### config.mk
export PLATFORM = sky130hd
export DESIGN_NAME = ex_mem_stage
export DESIGN_NICKNAME = d
export VERILOG_FILES = /design/src/rtl/wisc_pkg.sv /design/src/rtl/ex_mem_stage_flag_reg.sv /design/src/rtl/ex_mem_stage.sv
export SDC_FILE = /design/constraint.sdc
export NUM_CORES = 1
export LEC_CHECK = 0
export ABC_CLOCK_PERIOD_IN_PS = 4000
export BUFFER_PORTS_ARGS = -buffer_cell sky130_fd_sc_hd__buf_2
export CAP_MARGIN = 20
export CORE_UTILIZATION = 50
export DETAILED_ROUTE_END_ITERATION = 8
export PLACE_DENSITY = 0.91
export SLEW_MARGIN = 20
export SYNTH_ARGS = -nofsm -noshare
export SYNTH_HDL_FRONTEND = slang
export SYNTH_SLANG_ARGS = --single-unit
export TNS_END_PERCENT = 5
### constraint.sdc
create_clock -name clk -period 4 [get_ports clk]
set_clock_uncertainty 0.15 [all_clocks]
set_input_delay 0.8 -clock clk [delete_from_list [all_inputs] [get_ports clk]]
set_output_delay 0.8 -clock clk [all_outputs]
set_load 0.02 [all_outputs]
### src/rtl/wisc_pkg.sv
// Shared WISC definitions: opcode encodings and the flag-update decode helpers.
package wisc_pkg;

   localparam logic [3:0] OP_ADD    = 4'b0000;
   localparam logic [3:0] OP_SUB    = 4'b0001;
   localparam logic [3:0] OP_XOR    = 4'b0010;
   localparam logic [3:0] OP_RED    = 4'b0011;
   localparam logic [3:0] OP_SLL    = 4'b0100;
   localparam logic [3:0] OP_SRA    = 4'b0101;
   localparam logic [3:0] OP_ROR    = 4'b0110;
   localparam logic [3:0] OP_PADDSB = 4'b0111;
   localparam logic [3:0] OP_LW     = 4'b1000;
   localparam logic [3:0] OP_SW     = 4'b1001;
   localparam logic [3:0] OP_LHB    = 4'b1010;
   localparam logic [3:0] OP_LLB    = 4'b1011;
   localparam logic [3:0] OP_B      = 4'b1100;
   localparam logic [3:0] OP_BR     = 4'b1101;
   localparam logic [3:0] OP_PCS    = 4'b1110;
   localparam logic [3:0] OP_HLT    = 4'b1111;

   // Arithmetic ops update all three flags.
   function automatic logic sets_nzv(input logic [3:0] op);
      return (op == OP_ADD) || (op == OP_SUB);
   endfunction

   // Logic and shift ops update only the zero flag.
   function automatic logic sets_z_only(input logic [3:0] op);
      return (op == OP_XOR) || (op == OP_SLL) || (op == OP_SRA) || (op == OP_ROR);
   endfunction

endpackage

### src/rtl/ex_mem_stage_flag_reg.sv
// N/Z/V condition-flag register with opcode-driven update enables.
module flag_reg
   import wisc_pkg::*;
#(
   parameter int W = 16
) (
   input  logic         clk,
   input  logic         rst,
   input  logic         commit,
   input  logic [3:0]   opcode,
   input  logic [W-1:0] result,
   input  logic         ovfl,
   output logic         flag_n,
   output logic         flag_z,
   output logic         flag_v
);

   // Flags change only when an instruction actually commits; others hold.
   always_ff @(posedge clk) begin
      if (rst) begin
         flag_n <= 1'b0;
         flag_z <= 1'b0;
         flag_v <= 1'b0;
      end else if (commit) begin
         if (sets_nzv(opcode)) begin
            flag_n <= result[W-1];
            flag_z <= (result == '0);
            flag_v <= ovfl;
         end else if (sets_z_only(opcode)) begin
            flag_z <= (result == '0);
         end
      end
   end

endmodule

### src/rtl/ex_mem_stage.sv
// EX/MEM pipeline register with condition flags, PADDSB saturation counter
// and sticky halt latch.
module ex_mem_stage
   import wisc_pkg::*;
#(
   parameter int W = 16
) (
   input  logic         clk,
   input  logic         rst,
   input  logic         stall,
   input  logic         flush,
   input  logic         in_valid,
   input  logic [3:0]   opcode,
   input  logic [W-1:0] alu_result,
   input  logic         alu_ovfl,
   input  logic [W-1:0] store_data,
   input  logic [3:0]   rd,
   input  logic         reg_wr,
   input  logic         mem_rd,
   input  logic         mem_wr,
   output logic         out_valid,
   output logic [W-1:0] out_result,
   output logic [W-1:0] out_store_data,
   output logic [3:0]   out_rd,
   output logic         out_reg_wr,
   output logic         out_mem_rd,
   output logic         out_mem_wr,
   output logic         flag_n,
   output logic         flag_z,
   output logic         flag_v,
   output logic [15:0]  sat_count,
   output logic         halted
);

   logic commit;
   logic is_hlt;

   // Once halted nothing further commits, so flags freeze and bubbles flow.
   assign commit = in_valid & ~stall & ~flush & ~halted;
   assign is_hlt = (opcode == OP_HLT);

   // Pipeline register: flush kills control, stall holds, bubbles keep data.
   always_ff @(posedge clk) begin
      if (rst) begin
         out_valid      <= 1'b0;
         out_result     <= '0;
         out_store_data <= '0;
         out_rd         <= '0;
         out_reg_wr     <= 1'b0;
         out_mem_rd     <= 1'b0;
         out_mem_wr     <= 1'b0;
      end else if (flush) begin
         out_valid  <= 1'b0;
         out_reg_wr <= 1'b0;
         out_mem_rd <= 1'b0;
         out_mem_wr <= 1'b0;
      end else if (!stall) begin
         if (commit) begin
            out_valid      <= 1'b1;
            out_result     <= alu_result;
            out_store_data <= store_data;
            out_rd         <= rd;
            // HLT travels on as a valid row with no side effects downstream.
            out_reg_wr     <= reg_wr & ~is_hlt;
            out_mem_rd     <= mem_rd & ~is_hlt;
            out_mem_wr     <= mem_wr & ~is_hlt;
         end else begin
            out_valid  <= 1'b0;
            out_reg_wr <= 1'b0;
            out_mem_rd <= 1'b0;
            out_mem_wr <= 1'b0;
         end
      end
   end

   // Debug counter of committed PADDSB saturations; sticks at all-ones.
   always_ff @(posedge clk) begin
      if (rst) begin
         sat_count <= '0;
      end else if (commit && (opcode == OP_PADDSB) && alu_ovfl && (sat_count != 16'hFFFF)) begin
         sat_count <= sat_count + 16'd1;
      end
   end

   // Sticky halt: set by a committed HLT, cleared only by reset.
   always_ff @(posedge clk) begin
      if (rst) begin
         halted <= 1'b0;
      end else if (commit && is_hlt) begin
         halted <= 1'b1;
      end
   end

   flag_reg #(.W(W)) u_flag_reg (
      .clk    (clk),
      .rst    (rst),
      .commit (commit),
      .opcode (opcode),
      .result (alu_result),
      .ovfl   (alu_ovfl),
      .flag_n (flag_n),
      .flag_z (flag_z),
      .flag_v (flag_v)
   );

endmodule

==> impl_results.md <==
- Post-CTS setup buffers: 0
- CORE AREA: about 4700 um2
- Tmin final: between 2 and 3 ns
- Final setup vio count: 0
- Setup slack at placement: slightly below 0.9 ns
- Reg2reg path depth: 4
- Worst Hold End: out_rd[0]
- CTS tree: yes
- Via count: ~2,600
- Area leader, netlist: dfxtp_1
- Drt pass-1 iters: 5
- DP Area: ~3000 um2
- Flops & latches, synth: 60
- Synth top area share: a little under 50%
- Final worst slack: around 1.2 ns
- Status: finished, final reports clean
- Post-DRT Antenna Nets: 0
- Ant. Diodes: 0
- Initial antenna violation count: 0
- Final Cycle Share: between 70 and 80%
- Post-synthesis sequential area ratio: between 40 and 50%
- Vias/cell: approximately 5.4
- Crit. End Element: flop
- Global route overflow: 0
- Hold Path Cell Cnt: 2
- Clock latency on the worst-skew pair: roughly 0.32 ns
- Crit-path cells: buf_2, or4b_1, or3_1, nor4_1, mux2_2
- CP Class: input pin to flop
- DIE WIDTH: roughly 72 um
- Clock Path Buffers: 2
- Top Family by Delay on Critical Path: simple AND/OR/NAND/NOR gates
- Distinct cell type count after synthesis: 30
- CTS sink count: 60
- R2R Setup Slk: 1.43 ns
- Crit-path slowest cell: or3_1
- Most common cell after layout, fill and taps aside: buf_2
- Post-Route WL: 6.23 mm
- IO buf count: 108
- Mapped cell area: 2440 um2
- Critical Path RT: between 4 and 5 ns
- Vias in the first global route: about 2,300
- Synth Instances: 300
- DR WL/cell: approximately 13 um
- Most frequent cells in the layout: buf_2 (108), nand2_1 (79), dfxtp_1 (60)
- Num rows: 25
- First DRT Iteration DRCs: around 160
- CTS clk-pin slew, worst paths: about 0.060 ns
- RSZ-0062 raised after global routing: no
- Max IR drop VDD: roughly 0.00028 V
- # Max-Cap Violations: 0
- Maximum clock frequency: between 300 and 400 MHz
- Worst EP arrival: roughly 2.9 ns
- Nature of the critical path startpoint: input pin
- Mapped Avg Cell Area: between 8 and 9 um2
- Root buf cell: clkbuf_8
- Leakage: around 1.4 nW
- Residual DRC count: 0
- Num CTS Buffers: 9
- GRT Total Usage: between 20% and 30%
- Largest net degree at the start of global routing: 45
- Yosys warnings: 0
- Share of cells above drive strength 1: approximately 32%
- CTS Hold Bufs: 0
- CTS resizes: 0
- CP max stage delay: around 0.6 ns
- Die height: ~72 um
- First-pass GRT wire length: ~9.8 mm
- HPWL after detailed placement: 4.40 mm
- Rel. slew slack: a little under half
- Synthesis-to-layout area growth: 33.8%
- Final Max Tran Viols: 0
- Worst-path maximum fanout: 18
- Fin Setup TNS: 0 ns
- Post-route design area: between 3000 and 4000 um2
- RR Startpoint: halted
- Placer Congestion: between 0.8 and 0.9
- Die ar.: just over 5000 um2
- Initial core utilization: between 50% and 60%
- Fin. Hold Viols: 0
- H-tree depth: 3
- Top Ports: 109
- Net Count, Synth: 350
- Worst slew pin tran: approximately 0.80 ns
- Worst Path Buf+Inv: 1
- Synth area leaders: dfxtp_1 (49%), nand2_1 (12%), a21oi_1 (10%)
- Crit Reg-Reg Endpoint: sat_count[15]
- PwrDens: roughly 420 nW/um2
- Hold path start: out_rd[0]
- Nets: 452
- Hold Path Class: flop to flop
-- through the flow --
stage / hold slack [ns] / cells / power [mW] / util (%)
final: 0.303 / 474 / 1.37 / 69.1
after global routing: 0.319 / 474 / 1.41 / 69.1
after CTS: 0.303 / 474 / 1.37 / 69.1
after detailed placement: 0.293 / 458 / 0.727 / 64.1
after global placement: 0.288 / 458 / 0.724 / 64.1
after floorplan: 0.385 / 300 / 0.679 / -
-- cells in the mapped netlist (all sizes together) --
| cell type | n |
|---|---|
| ha | 1 |
| dfxtp | 60 |
| mux2 | 3 |
| mux2i | 3 |
| o21ai | 4 |
| nor2 | 7 |
| nand4 | 3 |
| nor2b | 3 |
| or4 | 8 |
| and2 | 1 |
| nand3 | 7 |
| nand2 | 79 |
| nor4b | 2 |
| or3 | 3 |
| o31ai | 9 |
| and3 | 5 |
| a41oi | 1 |
| a211oi | 1 |
| nor3 | 9 |
| a21oi | 49 |
| nand3b | 1 |
| and4 | 4 |
| a31oi | 2 |
| or4b | 2 |
| a22oi | 3 |
| nor4 | 8 |
| buf | 1 |
| nor4bb | 1 |
| clkbuf | 20 |
-- cell families after synthesis --
logic type	after synthesis	share of synthesized area [%]
AND/OR/NAND/NOR	143	28.6
AO/OA/AOI/OAI	69	15.7
adder cells (fa/ha/maj)	1	0.513
multiplexers	6	2.62
flip-flops	60	49.2
buffers and inverters	21	3.33
-- where the power goes --
| part | switching (mW) | internal (mW) |
|---|---|---|
| clock | 0.236 | 0.415 |
| combinational | 0.0618 | 0.0373 |
| sequential | 0.00571 | 0.610 |
| total | 0.303 | 1.06 |
-- cell type report --
type | count | area [um2]
Fill cell | 371 | 1460
Multi-Input combinational cell | 219 | 1170
Timing Repair Buffer | 112 | 571
Tap cell | 67 | 83.8
Sequential cell | 60 | 1200
Clock inverter | 6 | 113
Clock buffer | 10 | 128
-- state kept, by name, indices dropped and copies added, names as in the netlist --
name and flops:
out_result 16, out_store_data 16, sat_count 16, out_rd 4, halted 1, out_mem_rd 1
out_mem_wr 1, out_reg_wr 1, out_valid 1, u_flag_reg.flag_n 1, u_flag_reg.flag_v 1, u_flag_reg.flag_z 1
-- tightest hold or removal path, cell delays in order (launching register included) --
cell	delay [ns]
dfxtp_1	0.31
nand2_1	0.05
a21oi_1	0.05
-- worst max-delay path by stage --
stage / from / to / cells past startpoint
floorplan: stall / sat_count[6] / 6
global placement: stall / sat_count[15] / 5
detailed placement: stall / sat_count[15] / 5
CTS: stall / sat_count[15] / 5
global route: stall / sat_count[15] / 5
finish: stall / sat_count[15] / 5
-- routing by layer --
layer	wire length, um	global-route usage (%)	part of all wire, %	up-vias
met1	2660	28.5	43	1193
li1	-	-	-	1275
met3	349	5.20	5.6	14
met4	125	12.4	2.0	0
met2	3090	41.1	50	101
met5	0	0	0	-
(Power assumes the default switching activity.)
